[src/rtl/reg_file_sb.sv]
// Integer register file with write-to-read bypass, pending-write scoreboard,
// and a registered monitor copy of every accepted read and write.
module reg_file_sb #(
  parameter int REG_NUM_WIDTH = 5,
  parameter int REG_WIDTH     = 32
) (
  input  logic                     clock,
  input  logic                     reset,
  input  logic                     rdEn,
  input  logic [REG_NUM_WIDTH-1:0] rdAddr,
  input  logic [REG_WIDTH-1:0]     rdData,
  input  logic                     rs1En,
  input  logic [REG_NUM_WIDTH-1:0] rs1Addr,
  input  logic                     rs2En,
  input  logic [REG_NUM_WIDTH-1:0] rs2Addr,
  output logic [REG_WIDTH-1:0]     rs1Data,
  output logic [REG_WIDTH-1:0]     rs2Data,
  input  logic                     reserveEn,
  input  logic [REG_NUM_WIDTH-1:0] reserveAddr,
  output logic                     stall,
  output logic                     monRdEn,
  output logic [REG_NUM_WIDTH-1:0] monRdAddr,
  output logic [REG_WIDTH-1:0]     monRdData,
  output logic                     monRs1En,
  output logic [REG_NUM_WIDTH-1:0] monRs1Addr,
  output logic                     monRs2En,
  output logic [REG_NUM_WIDTH-1:0] monRs2Addr
);

  localparam int NREG = 1 << REG_NUM_WIDTH;

  logic [REG_WIDTH-1:0] regs [NREG];
  logic [NREG-1:0]      busy;

  logic                 wr_hit_p0;
  logic                 rs1_acc_p0;
  logic                 rs2_acc_p0;
  logic [REG_WIDTH-1:0] rs1_val_p0;
  logic [REG_WIDTH-1:0] rs2_val_p0;

  // A writeback landing this cycle resolves the hazard on its own index.
  function automatic logic eff_busy(input logic [NREG-1:0]          b,
                                    input logic [REG_NUM_WIDTH-1:0] a,
                                    input logic                     w,
                                    input logic [REG_NUM_WIDTH-1:0] wa);
    return b[a] & ~(w && (wa == a));
  endfunction

  // Stage p0: hazard detection and operand selection
  always_comb begin
    wr_hit_p0  = rdEn && (rdAddr != '0);
    stall      = (rs1En && eff_busy(busy, rs1Addr, wr_hit_p0, rdAddr)) ||
                 (rs2En && eff_busy(busy, rs2Addr, wr_hit_p0, rdAddr));
    rs1_acc_p0 = rs1En && !stall;
    rs2_acc_p0 = rs2En && !stall;

    rs1_val_p0 = regs[rs1Addr];
    if (wr_hit_p0 && (rdAddr == rs1Addr)) rs1_val_p0 = rdData;
    if (rs1Addr == '0) rs1_val_p0 = '0;

    rs2_val_p0 = regs[rs2Addr];
    if (wr_hit_p0 && (rdAddr == rs2Addr)) rs2_val_p0 = rdData;
    if (rs2Addr == '0) rs2_val_p0 = '0;
  end

  // Stage p1: architectural state update
  always_ff @(posedge clock or negedge reset) begin
    if (!reset) begin
      for (int i = 0; i < NREG; i++) regs[i] <= '0;
    end else if (wr_hit_p0) begin
      regs[rdAddr] <= rdData;
    end
  end

  // Reserve is applied after the clear so a new producer outranks the retiring one.
  always_ff @(posedge clock or negedge reset) begin
    if (!reset) begin
      busy <= '0;
    end else begin
      if (wr_hit_p0) busy[rdAddr] <= 1'b0;
      if (reserveEn && (reserveAddr != '0)) busy[reserveAddr] <= 1'b1;
    end
  end

  always_ff @(posedge clock or negedge reset) begin
    if (!reset) begin
      rs1Data <= '0;
      rs2Data <= '0;
    end else begin
      if (rs1_acc_p0) rs1Data <= rs1_val_p0;
      if (rs2_acc_p0) rs2Data <= rs2_val_p0;
    end
  end

  always_ff @(posedge clock or negedge reset) begin
    if (!reset) begin
      monRdEn    <= 1'b0;
      monRdAddr  <= '0;
      monRdData  <= '0;
      monRs1En   <= 1'b0;
      monRs1Addr <= '0;
      monRs2En   <= 1'b0;
      monRs2Addr <= '0;
    end else begin
      monRdEn  <= wr_hit_p0;
      monRs1En <= rs1_acc_p0;
      monRs2En <= rs2_acc_p0;
      if (wr_hit_p0) begin
        monRdAddr <= rdAddr;
        monRdData <= rdData;
      end
      if (rs1_acc_p0) monRs1Addr <= rs1Addr;
      if (rs2_acc_p0) monRs2Addr <= rs2Addr;
    end
  end

endmodule

[config.mk]
export PLATFORM = sky130hd
export DESIGN_NAME = reg_file_sb
export DESIGN_NICKNAME = d
export VERILOG_FILES = /design/src/rtl/reg_file_sb.sv
export SDC_FILE = /design/constraint.sdc
export NUM_CORES = 2
export LEC_CHECK = 0
export BUFFER_PORTS_ARGS = -buffer_cell sky130_fd_sc_hd__buf_2
export CORE_MARGIN = 2
export CORE_UTILIZATION = 55
export DETAILED_ROUTE_END_ITERATION = 10
export PLACE_DENSITY = 0.81
export SYNTH_ARGS = -nofsm -noshare
export SYNTH_HDL_FRONTEND = slang
export SYNTH_SLANG_ARGS = --single-unit
[constraint.sdc]
create_clock -name clock -period 2.31 [get_ports clock]
set_input_delay 0.1155 -clock clock [delete_from_list [all_inputs] [get_ports clock]]
set_output_delay 0.1155 -clock clock [all_outputs]
set_load 0.005 [all_outputs]
==> key figures <==
Outcome
  • Run status: complete, but fails checks
  • Violated checks: negative setup slack

Logic synthesis
  • Mean area per synthesized cell: 14.4 um^2
  • Primary FF master, synth: sky130_fd_sc_hd__dfrtp_1
  • Post-synthesis mux area share: 0.405
  • Count of flip-flops with a built-in enable after synthesis: 0
  • Post-synthesis compound-gate area fraction: 0.0488
  • Post-Synth Simple-Gate Area: 0.0290
  • Netlist area before placement: just over 0.06 mm^2
  • Share of the synthesized netlist area taken by xor and xnor gates: 0.00143
  • Share of flip-flops with an asynchronous set or reset after synthesis: 1.00
  • Synthesized netlist cell count: ~4300
  • Seq/Total Area, Yosys: 0.479
  • Synth warn: 0
  • Number of flip-flops and latches in the synthesized netlist: around 1200
  • Combinational family with the most area after synthesis: multiplexers
  • Post-Syn Nets: ~4300
  • Number of distinct library cells after synthesis: 60
  • Adder-cell area share of the yosys netlist: 0

Routing
  • Detail Route Antenna Nets: 0
  • Per-cell routed wire length: about 33 um
  • Drc violations: 0
  • TritonRoute pass-1 iters: 6
  • Total number of vias: about 44000
  • Wirelength, routed: 203 mm
  • Routed via count divided by cell count: 7.06
  • Starting DRT DRC Count: 5469

Pwr
  • Power density over cell area: 858 mW/mm^2
  • Static Leakage: between 30 and 40 nW
  • Worst IR drop on VDD: 0.000766 V

CTS
  • Clock slew seen by the registers of the worst setup and hold paths: approximately 60 ps
  • Clock tree from TritonCTS: yes
  • Clock Sink Count: between 1000 and 1500
  • CTS HTree Levels: 3
  • Number of buffers created by CTS: 118
  • Clock insertion delay at the later pin of the skew report: roughly 750 ps
  • Buffer levels on the longest clock path: 3
  • CTS Root Buffer Type: sky130_fd_sc_hd__clkbuf_16

Setup path
  • Critical Path, Cell by Cell: buf_4, mux4_2, mux2i_1, nor2_1, o2111ai_2, buf_4, buf_6, nand3_4, buf_12, buf_12, buf_6, mux2_4
  • Category of the worst setup path capture point: flip-flop
  • FF-to-FF path depth: 12
  • Worst EP required: 2910 ps
  • Capture instance of the worst register-to-register path: rs2Data[28]
  • Kind of launch point of the worst setup path: flip-flop
  • Arrival time of the worst setup path: between 3000 and 4000 ps
  • Slowest cell on crit path: sky130_fd_sc_hd__mux4_2
  • Maximum fanout along the worst path: 5
  • Reg-to-reg slack, setup: -390 ps
  • Classification of the worst setup path: reg2reg
  • Crit-path max cell delay: between 400 and 500 ps
  • Start of the worst register-to-register path: busy[27]

Placed design
  • IO Port Bufs: approximately 170
  • Cell area after placement: 0.0669 mm^2
  • Worst slack at placement: -280 ps
  • Gp weighted congestion: between 0.9 and 1
  • Placed wire-length estimate after detailed placement: between 100 and 150 mm

Global route
  • Via count of the first global-routing pass: approximately 45000
  • Maximum number of pins on one net before global-route repair: ~110
  • Wire length of the first global-routing pass: around 300 mm
  • Antenna violations before repair: 16
  • GR Util All Layers: 0.361
  • Remaining Overflow, GRT: 0

Timing
  • Hold Violations, Final: 0
  • Relative max-transition margin: 0.343
  • Min Hold Slack: 55.1 ps
  • Final critical path time including I/O delays and setup: ~2700 ps
  • Count of endpoints failing setup in the final report: 76
  • Maximum clock skew at final layout: about 34 ps
  • Period utilization: 1.17
  • Highest clock rate: between 300 and 400 MHz
  • Accumulated negative setup slack: -19150 ps
  • Pin slew with the least headroom to its limit: approximately 980 ps
  • Fin worst setup slack: -393 ps
  • Max-slew violation total from the final report: 0
  • Unrepaired setup endpoints after global routing: true

Layout
  • Net total in the final layout: 4646
  • Utilization after layout: 0.651
  • Share of cells above drive strength 1: 0.513
  • Final instance area: approximately 0.072 mm^2
  • Layout area overhead: 17.6%

Floorplanning
  • Width of the die: approximately 340 um
  • Floorplan die area: about 0.11 mm^2
  • Die Height: around 340 um
  • Initial Util: 0.554
  • # rows: approximately 120
  • Core Area: 0.110 mm^2
  • IO Count: 173

Hold path
  • End point of the worst hold path: monRdData[28]
  • Hold Path Depth: 3
  • Path type of the worst min-delay path: in2reg
  • Beginning of the worst hold path: rdData[28]

Flow run
  • Maxcap violations: 0
## report_power, final
part           internal [mW]  switching [mW]  total, mW
sequential              24.5            3.29       27.8
clock                   11.6            8.59       20.1
combinational           8.05            5.64       13.7
total                   44.2            17.5       61.7
## sequential cells by signal, summed over array words and instances, names as in the netlist
register    flops
monRdEn         1
monRs1En        1
monRdAddr       5
rs1Data        32
busy           32
regs         1024
monRs1Addr      5
monRs2Addr      5
monRdData      32
monRs2En        1
rs2Data        32
## Yosys cell counts, types with 26 or more instances
library cell	count	area, um^2
sky130_fd_sc_hd__mux2i_1	263	2630
sky130_fd_sc_hd__nand3_1	41	205
sky130_fd_sc_hd__buf_6	26	293
sky130_fd_sc_hd__mux4_2	453	10200
sky130_fd_sc_hd__a22oi_1	118	886
sky130_fd_sc_hd__buf_4	31	233
sky130_fd_sc_hd__a21oi_1	70	350
sky130_fd_sc_hd__a221oi_1	34	298
sky130_fd_sc_hd__mux2_2	1027	11600
sky130_fd_sc_hd__o21ai_0	77	385
sky130_fd_sc_hd__dfrtp_1	1170	29300
sky130_fd_sc_hd__buf_2	52	260
sky130_fd_sc_hd__clkbuf_1	312	1170
sky130_fd_sc_hd__nand2_1	215	807
sky130_fd_sc_hd__buf_1	38	143
sky130_fd_sc_hd__nor2_1	60	225
## cells in the final DEF (no fill, tap or decap), types with 7 or more instances in the layout
master                          netlist  routed
sky130_fd_sc_hd__clkinv_2             0      25
sky130_fd_sc_hd__inv_1               22      20
sky130_fd_sc_hd__dfrtp_1           1170    1170
sky130_fd_sc_hd__a221oi_1            34      34
sky130_fd_sc_hd__a21oi_1             70      68
sky130_fd_sc_hd__nor2_1              60      46
sky130_fd_sc_hd__clkbuf_1           312      22
sky130_fd_sc_hd__mux2i_1            263     261
sky130_fd_sc_hd__bufinv_16            0      10
sky130_fd_sc_hd__a211oi_1            15      15
sky130_fd_sc_hd__buf_12               2     137
sky130_fd_sc_hd__nor2b_1             15      10
sky130_fd_sc_hd__clkinvlp_4           0       9
sky130_fd_sc_hd__mux2_2            1027    1021
sky130_fd_sc_hd__a31oi_1              9       9
sky130_fd_sc_hd__nand2b_1            16      15
sky130_fd_sc_hd__a22oi_1            118     117
sky130_fd_sc_hd__buf_2               52     162
sky130_fd_sc_hd__mux4_2             453     453
sky130_fd_sc_hd__nand2_2              0      15
sky130_fd_sc_hd__o221ai_1            16      16
sky130_fd_sc_hd__clkbuf_16            0     120
sky130_fd_sc_hd__clkbuf_8             0      30
sky130_fd_sc_hd__nor2_4               0      12
sky130_fd_sc_hd__nand4_1             10      10
sky130_fd_sc_hd__a32o_1               7       7
sky130_fd_sc_hd__nand3_1             41      36
sky130_fd_sc_hd__a221o_1             10      10
sky130_fd_sc_hd__buf_6               26       9
sky130_fd_sc_hd__o211ai_1            10      10
sky130_fd_sc_hd__a22o_1              22      22
sky130_fd_sc_hd__dlygate4sd3_1        0      39
sky130_fd_sc_hd__o21ai_0             77      76
sky130_fd_sc_hd__nand2_1            215     200
sky130_fd_sc_hd__nor3_1              13      11
sky130_fd_sc_hd__buf_4               31     319
sky130_fd_sc_hd__xor2_1              10      10
sky130_fd_sc_hd__mux2_4              12      27
## final cells by class
class                      instances  area [um^2]
fill                            7486        38500
multi-input combinational       2599        29900
sequential                      1170        29300
timing repair buffer             677         6670
clock buffer                     171         3470
tap                             1488         1860
clock inverter                    49          588
inverter                          22         85.1
antenna                            5         12.5
## kinds of logic (layout without fill, tap and decap cells)
family	count (synthesis)	in the layout
multiplexers	1766	1766
flip-flops	1170	1170
buffers and inverters	485	919
AO/OA/AOI/OAI	424	424
AND/OR/NAND/NOR	399	399
XOR/XNOR	10	10
other	0	5
## metal layers
layer / part of all wire / vias up / wire length [um] / global-route usage
li1: - / 16900 / - / -
met1: 0.36 / 22700 / 72700 / 0.462
met2: 0.45 / 3095 / 90700 / 0.540
met3: 0.12 / 897 / 24200 / 0.104
met4: 0.075 / 14 / 15300 / 0.238
met5: 0.00051 / - / 104 / 0.00213
## through the flow
stage,instances,power (mW)
6_report,6181,61.7
5_1_grt,6179,63.8
4_1_cts,6175,61.3
3_5_place_dp,5895,40.9
3_3_place_gp,5895,40.1
2_1_floorplan,4254,35.8
## worst max path at each step
stage / from / endpoint / cells after the start
finish: busy[27] / rs2Data[28] / 12
global route: busy[26] / rs2Data[28] / 12
CTS: busy[27] / stall / 6
detailed placement: busy[27] / rs1Data[20] / 7
global placement: rs2Addr[0] / rs1Data[10] / 9
floorplan: rs2Addr[0] / rs2Data[23] / 11
## worst max-delay path, delay by kind of cell (launching register included)
kind	cells	cell delay, ps
flip-flops	1	380
buffers and inverters	6	860
multiplexers	3	940
AO/OA/AOI/OAI	1	210
AND/OR/NAND/NOR	2	190
## what timing repair did
item / in CTS / in global routing
pin swaps: 4 / 5
cloned: 5 / 0
endpoints found under the hold margin: 1000 / 0
hold buffers: 40 / 0
endpoints found under the setup margin: 76 / 77
buffers inserted: 16 / 6
resized for setup: 32 / 37
(Power assumes the default switching activity.)
